## config.mk

```make
export PLATFORM = sky130hd
export DESIGN_NAME = div_seq
export DESIGN_NICKNAME = d
export VERILOG_FILES = /design/src/rtl/div_seq_pkg.sv /design/src/rtl/div_seq.sv
export SDC_FILE = /design/constraint.sdc
export NUM_CORES = 1
export LEC_CHECK = 0
export BUFFER_PORTS_ARGS = -buffer_cell sky130_fd_sc_hd__buf_2
export CORE_MARGIN = 5
export CORE_UTILIZATION = 53
export DETAILED_ROUTE_END_ITERATION = 16
export PLACE_DENSITY = 0.88
export REMOVE_ABC_BUFFERS = 1
export SYNTH_ARGS = -nofsm -noshare
export SYNTH_HDL_FRONTEND = slang
export SYNTH_SLANG_ARGS = --single-unit
```

## constraint.sdc

```tcl
create_clock -name clk -period 3.15 [get_ports clk]
set_input_delay 0.4725 -clock clk [delete_from_list [all_inputs] [get_ports clk]]
set_output_delay 0.4725 -clock clk [all_outputs]
set_load 0.02 [all_outputs]
```

## src/rtl/div_seq_pkg.sv

```systemverilog
// Shared encodings and constants for the multi-cycle EX-stage divider.
package div_seq_pkg;

    typedef enum logic [1:0] {
        DIV_FREE    = 2'b00,
        DIV_BY_ZERO = 2'b01,
        DIV_ON      = 2'b10,
        DIV_END     = 2'b11
    } div_state_e;

    localparam int unsigned CNT_W = 6;
    localparam int unsigned DIV_CNT = 32;

    localparam logic DIV_START          = 1'b1;
    localparam logic DIV_STOP           = 1'b0;
    localparam logic DIV_RESULT_READY   = 1'b1;
    localparam logic DIV_RESULT_NOT_RDY = 1'b0;
    localparam logic DIV_ANNUL          = 1'b1;
    localparam logic DIV_NOT_ANNUL      = 1'b0;

endpackage

```

## src/rtl/div_seq.sv

```systemverilog
// Restoring-division sequencer for DIV/DIVU: one quotient bit per cycle,
// then a sign fixup cycle that produces {remainder, quotient} for HI/LO.
module div_seq
    import div_seq_pkg::*;
#(
    parameter int unsigned DATA_W = 32
) (
    input  logic                  clk,
    input  logic                  rst,
    input  logic                  start_i,
    input  logic                  annul_i,
    input  logic                  signed_div_i,
    input  logic [DATA_W-1:0]     opdata1_i,
    input  logic [DATA_W-1:0]     opdata2_i,
    output logic [2*DATA_W-1:0]   result_o,
    output logic                  ready_o,
    output logic                  busy_o
);

    localparam int unsigned WW = 2 * DATA_W + 1;

    div_state_e             state_q, state_d;
    logic [CNT_W-1:0]       cnt_q, cnt_d;
    logic [WW-1:0]          w_q, w_d;
    logic [DATA_W-1:0]      d_q, d_d;
    logic                   s1_q, s1_d;
    logic                   s2_q, s2_d;
    logic                   sgn_q, sgn_d;
    logic [2*DATA_W-1:0]    result_q, result_d;
    logic                   ready_q, ready_d;

    logic [DATA_W:0]        trial;
    logic [DATA_W-1:0]      q_fix;
    logic [DATA_W-1:0]      r_fix;

    // Magnitude of a two's-complement operand when dividing signed.
    function automatic logic [DATA_W-1:0] mag(input logic [DATA_W-1:0] x,
                                              input logic              sg);
        return (sg && x[DATA_W-1]) ? (DATA_W'(0) - x) : x;
    endfunction

    always_ff @(posedge clk) begin
        if (rst) begin
            state_q  <= DIV_FREE;
            cnt_q    <= '0;
            w_q      <= '0;
            d_q      <= '0;
            s1_q     <= 1'b0;
            s2_q     <= 1'b0;
            sgn_q    <= 1'b0;
            result_q <= '0;
            ready_q  <= DIV_RESULT_NOT_RDY;
        end else begin
            state_q  <= state_d;
            cnt_q    <= cnt_d;
            w_q      <= w_d;
            d_q      <= d_d;
            s1_q     <= s1_d;
            s2_q     <= s2_d;
            sgn_q    <= sgn_d;
            result_q <= result_d;
            ready_q  <= ready_d;
        end
    end

    always_comb begin
        state_d  = state_q;
        cnt_d    = cnt_q;
        w_d      = w_q;
        d_d      = d_q;
        s1_d     = s1_q;
        s2_d     = s2_q;
        sgn_d    = sgn_q;
        result_d = result_q;
        ready_d  = ready_q;

        // Trial subtract of the shifted partial remainder against the divisor.
        trial = {1'b0, w_q[2*DATA_W-1:DATA_W]} - {1'b0, d_q};

        q_fix = w_q[DATA_W-1:0];
        r_fix = w_q[2*DATA_W:DATA_W+1];
        if (sgn_q && (s1_q ^ s2_q)) q_fix = DATA_W'(0) - q_fix;
        if (sgn_q && s1_q)          r_fix = DATA_W'(0) - r_fix;

        unique case (state_q)
            DIV_FREE: begin
                if (start_i == DIV_START && annul_i == DIV_NOT_ANNUL) begin
                    s1_d  = opdata1_i[DATA_W-1];
                    s2_d  = opdata2_i[DATA_W-1];
                    sgn_d = signed_div_i;
                    if (opdata2_i == '0) begin
                        state_d = DIV_BY_ZERO;
                    end else begin
                        state_d = DIV_ON;
                        cnt_d   = '0;
                        d_d     = mag(opdata2_i, signed_div_i);
                        // Dividend sits one bit up so the first trial sees its MSB.
                        w_d     = {DATA_W'(0), mag(opdata1_i, signed_div_i), 1'b0};
                    end
                end
            end
            DIV_BY_ZERO: begin
                if (annul_i == DIV_ANNUL) begin
                    state_d = DIV_FREE;
                end else begin
                    w_d      = '0;
                    result_d = '0;
                    ready_d  = DIV_RESULT_READY;
                    state_d  = DIV_END;
                end
            end
            DIV_ON: begin
                if (annul_i == DIV_ANNUL) begin
                    state_d  = DIV_FREE;
                    ready_d  = DIV_RESULT_NOT_RDY;
                    result_d = '0;
                end else if (cnt_q != CNT_W'(DATA_W)) begin
                    if (trial[DATA_W]) begin
                        w_d = {w_q[2*DATA_W-1:0], 1'b0};
                    end else begin
                        w_d = {trial[DATA_W-1:0], w_q[DATA_W-1:0], 1'b1};
                    end
                    cnt_d = cnt_q + CNT_W'(1);
                end else begin
                    result_d = {r_fix, q_fix};
                    ready_d  = DIV_RESULT_READY;
                    state_d  = DIV_END;
                end
            end
            DIV_END: begin
                if (start_i == DIV_STOP) begin
                    state_d  = DIV_FREE;
                    ready_d  = DIV_RESULT_NOT_RDY;
                    result_d = '0;
                end
            end
            default: state_d = DIV_FREE;
        endcase
    end

    assign result_o = result_q;
    assign ready_o  = ready_q;
    assign busy_o   = (state_q == DIV_BY_ZERO) || (state_q == DIV_ON);

endmodule
```

==> out/qor.log <==
INFO  synthesis      post_synth_num_cell_types=63
INFO  placed_design  dp.final_hpwl=22.7mm
INFO  timing         finalCritPeriodShare=0.992
INFO  clock_network  worst_skew_pair.late_latency=0.43ns
INFO  global_route   globalRouteTotalUtil=0.248
INFO  placed_design  port-buffer-count=134
INFO  setup_path     cp_depth=9
INFO  setup_path     worst-endpoint-required=3.45ns
INFO  synthesis      synth.yosys.warnings=0
INFO  setup_path     setup.worst_path.end=result_o[28]
INFO  floorplan      start_util=0.537
INFO  placed_design  detailed_place.area=0.0122sqmm
INFO  pwr            power_leakage=5.45nW
INFO  cells_and_area final_nets=1680
INFO  synthesis      synth_top_flop_cell=dfxtp_1
INFO  floorplan      io_pins=135
INFO  cells_and_area design_area=0.0129sqmm
INFO  drt            avgViaCountPerCell=5.97
INFO  synthesis      synth_async_sr_flop_share=0
INFO  setup_path     cp_slowest_cell=or4_4
INFO  setup_path     reg2reg_depth=9
INFO  clock_network  clock_path_buffers=2
INFO  setup_path     cp_num_buf_inv=0
INFO  synthesis      ys_seq_area_frac=0.320
INFO  setup_path     crit-reg2reg-capture=result_o[28]
INFO  cells_and_area final_layout_size_suffix_gt1_frac=0.181
INFO  timing         worst-slew-pin-transition=0.682ns
INFO  global_route   grt_first_pass_wirelength=49.5mm
INFO  timing         timing.clock.skew=0.00838ns
INFO  placed_design  final_weighted_congestion_in_routability_driven_placement=0.963
INFO  setup_path     critical_path.endpoint_type=register
INFO  clock_network  postCtsHoldBufs=0
INFO  setup_path     crit_path_frequent_cell=or4_4
INFO  timing         max_clock_freq=320MHz
INFO  drt            total_via_count_in_the_routed_design=11032
INFO  clock_network  cts-buffers-inserted=17
INFO  floorplan      floorplan.rows=52
INFO  setup_path     r2r-start=w_q[6]
INFO  setup_path     cpPeakStageDelay=0.53ns
INFO  clock_network  ctsRootBufferMaster=clkbuf_16
INFO  timing         period_minus_slack=3.12ns
INFO  setup_path     path_cells=or4_4 > or4_4 > or2_1 > or3_4 > or4_4 > nor4b_4 > a21oi_1 > xnor2_1 > o21ai_1
INFO  cells_and_area num_antenna_cells=0
INFO  timing         finalSetupViolations=0
INFO  floorplan      die_x=153microns
INFO  drt            wl=30.7mm
INFO  timing         grt_setup_unrepaired=yes
INFO  synthesis      syn_area=0.0108sqmm
INFO  cells_and_area mostFrequentLayoutCells=186 x nor2_1, 170 x dfxtp_1, 135 x o21ai_0
INFO  global_route   grt_max_degree=68
INFO  min_path       holdCritPathClass=in -> reg
INFO  synthesis      postSynthRegisterBits=173
INFO  cells_and_area final_standard_cell_count_with_taps_included_and_fillers_excluded=1849
INFO  drt            detail_route.first_pass.iterations=5
INFO  clock_network  clock_slew_seen_by_the_registers_of_the_worst_setup_and_hold_paths=0.07ns
INFO  drt            count_of_unresolved_drc_violations_after_routing=0
INFO  drt            post_route_ant_nets=0
INFO  setup_path     path_max_fanout=3
INFO  status         outcome=finished, final reports clean
INFO  timing         final_count_of_hold_timing_violations=0
INFO  floorplan      fp.coreArea=0.0202sqmm
INFO  pwr            power_density=696mW/mm^2
INFO  global_route   globalRouteOverflowTotal=0
INFO  cells_and_area syn_to_final_growth=19.3%
INFO  drt            drt_first_iter_violations=1021
INFO  setup_path     worst_path_dominant_cell_family=simple AND/OR/NAND/NOR gates
INFO  job            max_cap_viol_count=0
INFO  setup_path     startpoint_types=register
INFO  clock_network  cts_htree_levels=4
INFO  timing         max-slew-margin-rel=0.543
INFO  global_route   antenna_found_initial=0
INFO  setup_path     critical_path_arrival=3.42ns
INFO  cells_and_area layout_commonest_cell=nor2_1
INFO  setup_path     worst-r2r-setup-slack=0.03ns
INFO  clock_network  cts_sinks=173
INFO  floorplan      die_h=153microns
INFO  timing         timing.final.max_slew_violations=0
INFO  placed_design  place.detailed.instances=1815
INFO  drt            wl_per_cell=16.6microns
INFO  synthesis      synth_area_per_cell=7.66squm
INFO  synthesis      synth_enable_flop_cells=0
INFO  floorplan      dieArea=0.0234sqmm
INFO  clock_network  tritoncts=done
INFO  setup_path     timing.setup.critical_path_class=reg -> reg
INFO  setup_path     worstSetupStartpoint=w_q[6]
INFO  pwr            max-vdd-ir-drop=0.430mV
INFO  synthesis      netlist_instances=1414
INFO  global_route   vias_in_the_first_global_route=10214
metrics by stage:
step	setup WS [ns]	util	hold slack, ns	TNS (ns)	total power, W
3_3_place_gp	-0.00393	0.606	0.433	-0.00393	0.00665
4_1_cts	0.00215	0.635	0.348	0	0.00887
6_report	0.0267	0.641	0.367	0	0.00900
3_5_place_dp	-0.0225	0.606	0.439	-0.0426	0.00678
2_1_floorplan	-1.43	-	0.426	-63.63	0.00537
5_1_grt	-0.104	0.641	0.384	-0.449	0.00956
layout make-up:
class | count | area (sq um)
clock buffer | 19 | 453
clock inverter | 13 | 131
fill | 1663 | 7240
inverter | 56 | 210
multi-input combinational | 1100 | 6960
sequential | 173 | 3470
tap | 270 | 338
timing repair buffer | 218 | 1370
power by group:
part           leakage, nW  switching (W)  internal (W)
Clock                0.283       0.000922       0.00115
Sequential            1.41       0.000324       0.00250
Combinational         3.76        0.00248       0.00162
Total                 5.45        0.00373       0.00528
per-layer routing:
metal / part of all wire / up-vias / global-route usage
li1: - / 5329 / -
met1: 0.42 / 5141 / 0.319
met2: 0.48 / 481 / 0.420
met3: 0.074 / 81 / 0.0430
met4: 0.033 / 0 / 0.0908
met5: 0 / - / 0
worst reg2reg max path: stages (launching register included):
cell     delay [ns]
dfxtp_1        0.31
or4_4          0.53
or4_4          0.44
or2_1          0.26
or3_4          0.35
or4_4          0.47
nor4b_4        0.29
a21oi_1        0.13
xnor2_1        0.16
o21ai_1        0.07
kinds of logic (layout without fill, tap and decap cells):
kind of cell / count (synthesis) / after routing / synth area share
AND/OR/NAND/NOR: 444 / 444 / 0.188
AO/OA/AOI/OAI: 440 / 440 / 0.249
flip-flops: 173 / 173 / 0.320
multiplexers: 20 / 20 / 0.0187
adder cells (fa/ha/maj): 45 / 45 / 0.0527
buffers and inverters: 141 / 306 / 0.0498
XOR/XNOR: 151 / 151 / 0.122
timing repair:
action / 4_1_cts / 5_1_grt
pin swaps: 1 / 10
endpoints found under the setup margin: 7 / 34
buffers inserted: 0 / 2
resized for setup: 3 / 23
state kept, by name, indices dropped and copies added (netlist names):
register  count
s1_q          1
s2_q          1
w_q          65
d_q          32
sgn_q         1
result_o     64
state_q       2
ready_o       1
cnt_q         6
worst min-delay path by stage:
| stage | slack (ns) | cells after the start | startpoint | to |
|---|---|---|---|---|
| after global routing | 0.38 | 4 | opdata2_i[16] | d_q[16] |
| after global placement | 0.43 | 2 | result_o[27] | result_o[27] |
| final | 0.37 | 4 | opdata2_i[10] | d_q[10] |
| after CTS | 0.35 | 3 | opdata1_i[31] | s1_q |
| after floorplan | 0.43 | 2 | d_q[10] | d_q[10] |
| after detailed placement | 0.44 | 2 | result_o[28] | result_o[28] |
synth_stat cells, types with 18 or more instances:
master      n  area (sq um)
a211oi_1   35           263
a21oi_1   122           611
a22oi_1    29           218
clkbuf_1   77           289
dfxtp_1   173          3460
ha_1       44           551
inv_1      56           210
mux2i_1    18           180
nand2_1   118           443
nor2_1    187           702
nor3_1     36           180
o21ai_0   139           696
o31ai_1    18           135
xnor2_1    89           780
xor2_1     62           543
No activity file was read; power rests on OpenSTA's default activity.
